===== src/rtl/data_sync.sv =====
// -----------------------------------------------------------------------------
// data_sync
//
// Destination-domain bus synchronizer. A multi-bit bus from a foreign clock
// domain is qualified by a level enable; only the enable crosses through a
// flop chain. The bus is captured once, in the cycle the synchronized enable
// rises, and a one-cycle strobe marks the update. A wrapping counter records
// completed captures.
//
// Parameters
//   NUM_STAGES  enable synchronizer depth (2..4, anything else fails elaboration)
//   BUS_WIDTH   width of unsync_bus / sync_bus
//   CNT_WIDTH   width of xfer_count
//
// Ports
//   clk          destination-domain clock
//   rst          asynchronous reset, active-high (driven by the reset synchronizer)
//   unsync_bus   source-domain data, held stable while bus_enable is high
//   bus_enable   source-domain level qualifier, asynchronous to clk
//   sync_bus     captured data, registered; holds its value between captures
//   enable_pulse one-cycle strobe, high in the cycle sync_bus has just updated
//   busy         high from capture until the synchronized enable returns low
//   xfer_count   number of completed captures, wraps modulo 2**CNT_WIDTH
//   sync_ack     (only with DATA_SYNC_ACK_EN) 4-phase handshake level back to
//                the source: set leaving CAPTURE, cleared on HOLD -> IDLE
//
// Configuration macro: DATA_SYNC_ACK_EN
// -----------------------------------------------------------------------------
module data_sync #(
    parameter int NUM_STAGES = 2,
    parameter int BUS_WIDTH  = 8,
    parameter int CNT_WIDTH  = 4
) (
    input  logic                 clk,
    input  logic                 rst,
    input  logic [BUS_WIDTH-1:0] unsync_bus,
    input  logic                 bus_enable,
    output logic [BUS_WIDTH-1:0] sync_bus,
    output logic                 enable_pulse,
    output logic                 busy,
    output logic [CNT_WIDTH-1:0] xfer_count
`ifdef DATA_SYNC_ACK_EN
    ,
    output logic                 sync_ack
`endif
);

    // Depth outside 2..4 either gives no metastability protection or adds
    // latency nobody asked for; refuse to build.
    generate
        if (NUM_STAGES < 2 || NUM_STAGES > 4) begin : g_bad_stages
            $error("data_sync: NUM_STAGES must be in the range 2..4");
        end
    endgenerate

    typedef enum logic [1:0] {
        ST_IDLE    = 2'd0,
        ST_CAPTURE = 2'd1,
        ST_HOLD    = 2'd2
    } state_t;

    state_t                state;
    state_t                state_next;
    logic [NUM_STAGES-1:0] en_sync;
    logic                  enable_s;
    logic                  pulse_ff;
    logic                  rise;
    logic                  capture;

    // -------------------------------------------------------------------------
    // Enable synchronizer. Only this single bit crosses domains; the bus is
    // safe to sample because the source holds it stable while enable is high.
    // -------------------------------------------------------------------------
    // NOTE: every clocked block uses non-blocking assignments so all flops see
    // the pre-edge values of each other; blocking here would collapse the chain.
    always_ff @(posedge clk or posedge rst) begin
        if (rst) begin
            en_sync  <= '0;
            pulse_ff <= 1'b0;
        end else begin
            en_sync  <= {en_sync[NUM_STAGES-2:0], bus_enable};
            pulse_ff <= enable_s;
        end
    end

    assign enable_s = en_sync[NUM_STAGES-1];
    assign rise     = enable_s & ~pulse_ff;

    // -------------------------------------------------------------------------
    // Control FSM: IDLE waits for a synchronized rising edge, CAPTURE lasts one
    // cycle, HOLD waits for the synchronized enable to drop so a long enable
    // never yields a second capture.
    // -------------------------------------------------------------------------
    always_ff @(posedge clk or posedge rst) begin
        if (rst) begin
            state <= ST_IDLE;
        end else begin
            state <= state_next;
        end
    end

    // NOTE: defaults are assigned before the case so every path drives every
    // output of this block and no latch is inferred.
    always_comb begin
        state_next = state;
        capture    = 1'b0;
        case (state)
            ST_IDLE: begin
                if (rise) begin
                    state_next = ST_CAPTURE;
                    capture    = 1'b1;
                end
            end
            ST_CAPTURE: begin
                state_next = ST_HOLD;
            end
            ST_HOLD: begin
                if (!enable_s) begin
                    state_next = ST_IDLE;
                end
            end
            default: begin
                state_next = ST_IDLE;
            end
        endcase
    end

    // -------------------------------------------------------------------------
    // Datapath. The bus is sampled on the IDLE -> CAPTURE edge, so sync_bus,
    // the counter and enable_pulse all change on the same edge and are seen
    // together by the consumer while the FSM sits in CAPTURE.
    // -------------------------------------------------------------------------
    always_ff @(posedge clk or posedge rst) begin
        if (rst) begin
            sync_bus   <= '0;
            xfer_count <= '0;
        end else if (capture) begin
            sync_bus   <= unsync_bus;
            xfer_count <= xfer_count + CNT_WIDTH'(1);
        end
    end

    // Status outputs come straight from flops decoded off the next state, so
    // they are glitch-free and aligned with the state register.
    always_ff @(posedge clk or posedge rst) begin
        if (rst) begin
            enable_pulse <= 1'b0;
            busy         <= 1'b0;
        end else begin
            enable_pulse <= (state_next == ST_CAPTURE);
            busy         <= (state_next != ST_IDLE);
        end
    end

`ifdef DATA_SYNC_ACK_EN
    // High exactly while the FSM is in HOLD: set leaving CAPTURE, cleared on
    // the HOLD -> IDLE edge, so the source sees the level only after the data
    // has been captured.
    always_ff @(posedge clk or posedge rst) begin
        if (rst) begin
            sync_ack <= 1'b0;
        end else begin
            sync_ack <= (state_next == ST_HOLD);
        end
    end
`endif

endmodule

===== config.mk =====
export PLATFORM = sky130hd
export DESIGN_NAME = data_sync
export DESIGN_NICKNAME = d
export VERILOG_FILES = /design/src/rtl/data_sync.sv
export SDC_FILE = /design/constraint.sdc
export NUM_CORES = 1
export LEC_CHECK = 0
export BUFFER_PORTS_ARGS = -buffer_cell sky130_fd_sc_hd__buf_4
export CAP_MARGIN = 10
export CORE_MARGIN = 10
export CORE_UTILIZATION = 42
export DETAILED_ROUTE_END_ITERATION = 10
export PLACE_DENSITY = 0.77
export SLEW_MARGIN = 15
export SYNTH_ARGS = -nofsm -noshare
export SYNTH_HDL_FRONTEND = slang
export SYNTH_SLANG_ARGS = --single-unit

===== constraint.sdc =====
create_clock -name clk -period 1.48 [get_ports clk]
set_input_delay 0.074 -clock clk [delete_from_list [all_inputs] [get_ports clk]]
set_output_delay 0.074 -clock clk [all_outputs]
set_load 0.03 [all_outputs]

; Word level (Yosys, flattened, before mapping)
; Cells that the tools add are included.
[op_classes]
n_bitwise = 2
mux = 5
n_eq_ne = 3
reduce_logical = 2
addsub = 1
[op_table]
columns = op, n
row1 = $pmux W2 S3, 1
row2 = $add A4 B1 Y4 const B, 1
row3 = $eq A2 B1 Y1 const B, 2
row4 = $mux W2, 2
row5 = $eq A2 B2 Y1 const B, 1
row6 = $logic_not A2 Y1, 1
row7 = $mux W1, 2
row8 = $reduce_bool A2 Y1, 1
row9 = $and A1 B1 Y1, 1
row10 = $not A1 Y1, 1
[totals]
wordCells = 20
register_bits = 19
in_bits = 11
out_inout_bits = 14

; Depth between registers and ports, before layout
[logic_depth]
ltp_word = 5
mapped_depth = 4
depth_no_buf = 3

; Least setup slack after synthesis
; OpenSTA, ideal clock, no wires.
[synth_path]
path_kind = register to register
from = reg state[1]
to = reg sync_bus[0]
setup_ps = 125
stages_incl_launch_ff = 4
n_path_buf = 1
synth_period_minus_slack_ps = 1446
t_required_ps = 1355
path_slack_ps = 34
t_arrival_ps = 1322
cell_sequence = dfrtp_1 nor4b_4 buf_6 mux2_2
[synth_via]
elab_chain_len = 2
[synth_rtl]
columns = element, line
row1 = from (decl), 62  ; state_t state;
row2 = from (signal assigned), 98  ; state <= state_next;
row3 = $logic_not A2 Y1, 107  ; case (state)
row4 = $mux W1, 107
row5 = to (signal assigned), 138  ; sync_bus <= unsync_bus;
row6 = to (decl), 38  ; output logic [BUS_WIDTH-1:0] sync_bus,
; No other way between the ends.
; A chain may end at the register's enable or synchronous reset.

; Worst setup path in the final report
[layout_path]
from = reg state[1]
to = reg xfer_count[1]
[layout_via]
elab_chain_len = 2
[layout_rtl]
columns = element, line
row1 = $logic_not A2 Y1, 107
row2 = $mux W1, 107
row3 = to (signal assigned), 139  ; xfer_count <= xfer_count + CNT_WIDTH'(1);
row4 = to (decl), 41  ; output logic [CNT_WIDTH-1:0] xfer_count
; No other way between the ends.

==> results.txt <==
Rel. slew slack - 54.0%
router iterations before antenna repair - 2
critical path arrival - 1.59 ns
EDFF count, synth - 0
DRT Wirelength - 1420 um
Synth top area share - 66.2%
CP cell instances - nor4b_4 > buf_4 > mux2_2
complex-gate fraction of the synthesized area - 0.697%
Worst R2R Setup Slack - 0.07 ns
Ports - 25
post-layout net count - 89
crit path to - xfer_count[1]
Die W - 61.4 um
initial drt markers - 1
layout cells sized above 1 - 56.6%
CTS buffer count - 3
Rows - 14
setup repair bufs after CTS - 0
leakage - 0.000476 uW
main area contributors after synthesis - dfrtp_1, mux2_2, nor4b_4
Critical Path Sink Type - flop
chip height - 61.4 um
Max Cap Violations - 0
Synth Area in Adders - 1.74%
cell count after synthesis - 42
HPWL after detailed placement - 1060 um
xor/xnor cell area share of the yosys netlist - 4.70%
max-slew violation count - 0
clk slew on worst S/H paths - 0.10 ns
post-synthesis mux area share - 14.1%
Final Non-Filler Cells - 92
Yosys warnings - 0
final worst slack - 0.0731 ns
Slew @ Worst Pin - 0.689 ns
unrepaired setup endpoints after global routing - no
r2r worst-path depth - 3
setup tns final - 0 ns
Cell Int Power - 1050 uW
sequential share of power - 45.8%
Worst-Skew Late Latency - 0.28 ns
die area - 3760 sq um
CP top delay family - flip-flops
Switching Fraction - 37.9%
RR Endpoint - xfer_count[1]
# setup viols final - 0
Final period util - 95.1%
vias - 438
Mapped Nets - 54
critical path depth - 3
launch point of the worst path - state[1]
Port Buffer Count - 24
clock power share - 14.6%
core outline area - 1560 sq um
status - finished, final reports clean
leading cell types by count after synthesis - dfrtp_1, mux2_2, inv_1
number of remaining DRC errors - 0
top-count cell post-synth - dfrtp_1
PwrDens - 1700 nW/um^2
gr ovfl total - 0
CTS root buffer - clkbuf_4
CP max stage cell - dfrtp_2
WL/cell - 15.4 um
Crit Path Max Fanout - 7
most used flip-flop cell after synthesis - dfrtp_1
WS Path Type - flop to flop
NetSw - 642 uW
Ant. Diodes - 0
part of the power in combinational logic - 39.7%
CP Buf/Inv Count - 1
fmax - 0.711 GHz
initial antenna violation count - 0
GPL Wtd Cong - 0.686
vias per std cell - 4.76
VDD IR max - 0.000846 V
Mean Syn Cell Area - 17.1 sq um
Placement Setup Slack - 0.0665 ns
Final Hold Viols - 0
post-synthesis cell type count - 15
clk buf depth - 2
DP Cell Count - 83
Post-DRT Antenna Nets - 0
Crit path required time - 1.66 ns
Final min period - 1.41 ns
vias in the first global route - 504
largest net degree at the start of global routing - 20
Power, Total - 1700 uW
CTS tree - yes
H-Tree Depth - 1
clk_skew - 0.00431 ns
first-pass GRT wire length - 2180 um
Area Growth Syn to Fin - 39.2%
Post-Synthesis Cell Area - 718 sq um
cell taking the most area after synthesis - dfrtp_1
Initial Util - 46.1%
Post-synth ARST share - 100%
main combinational cell family by area after synthesis - multiplexers
Startpoint Class - flop
HP Class - input pin to flop
Simple-Gate Fraction of Synth Area - 9.93%
Yosys reg bits - 19
GRT Overall Usage - 7.92%
sequential area share after synthesis - 66.2%
reg2reg start - state[1]
clock sink count - 19
crit-path max cell delay - 0.45 ns
## flip-flops by register name (all words and copies together) (netlist names)
name          flops
pulse_ff          1
xfer_count        4
state             2
sync_bus          8
en_sync           2
enable_pulse      1
busy              1
## layer usage
layer  GRT usage (%)  part of all wire, %
met1            7.74                   35
met2            12.7                   53
met3            5.35                   12
met4            3.82                 0.71
met5               0                    0
## through the flow
| stage | utilization, % | hold slack [ns] | instance area, sq um |
|---|---|---|---|
| finish | 64.1 | 0.0134 | 1000 |
| CTS | 62.1 | 0.00315 | 968 |
| global route | 64.1 | 0.00565 | 1000 |
| floorplan | - | 0.0251 | 718 |
| detailed placement | 59.1 | 0.185 | 922 |
| global placement | 59.1 | 0.184 | 922 |
## kinds of logic (layout without fill, tap and decap cells)
| logic type | after synthesis | after routing |
|---|---|---|
| AO/OA/AOI/OAI | 1 | 1 |
| adder cells (fa/ha/maj) | 1 | 1 |
| multiplexers | 9 | 9 |
| XOR/XNOR | 3 | 3 |
| AND/OR/NAND/NOR | 6 | 6 |
| buffers and inverters | 3 | 37 |
| flip-flops | 19 | 19 |
## placed cells by master, fill, tap and decap left out, drive strengths merged
cell type / n
buf: 26
clkbuf: 4
dfrtp: 19
dlygate4sd3: 5
ha: 1
inv: 2
mux2: 9
nand2: 1
nand3b: 1
nand4: 1
nor4b: 2
o21ai: 1
or2: 1
xnor2: 2
xor2: 1
## power by group through the flow
stage               clock network, uW  registers [uW]  logic [uW]
detailed placement                  0             788         676
global route                      288             796         721
floorplan                           0            1020         168
CTS                               264             780         680
finish                            248             776         673
global placement                    0             780         662
## worst min path at each step
stage | from | end | slack [ns] | cells past startpoint
2_1_floorplan | rst | busy | 0.03 | 1
3_3_place_gp | bus_enable | en_sync[0] | 0.18 | 1
3_5_place_dp | bus_enable | en_sync[0] | 0.18 | 1
4_1_cts | unsync_bus[6] | sync_bus[6] | 0.003 | 2
5_1_grt | unsync_bus[0] | sync_bus[0] | 0.006 | 2
6_report | unsync_bus[0] | sync_bus[0] | 0.01 | 2
## timing repair
item	CTS	global route
resized for setup	0	1
endpoints found under the hold margin	20	3
endpoints found under the setup margin	0	4
hold buffers	2	3
## worst register-to-register path: cells and delay by family (launching register included)
kind,cells,cell delay [ns]
and+or+nand+nor,1,0.30
DFF,1,0.45
muxes,1,0.35
buffers and inverters,1,0.21
## layout make-up
type,instances,area [sq um]
clock buffers,4,26.3
well taps,16,20.0
fillers,119,559
multi-input cells,20,224
flip-flops and latches,19,477
inverters,2,7.51
repair buffers,31,245
No activity file was read; power rests on OpenSTA's default activity.
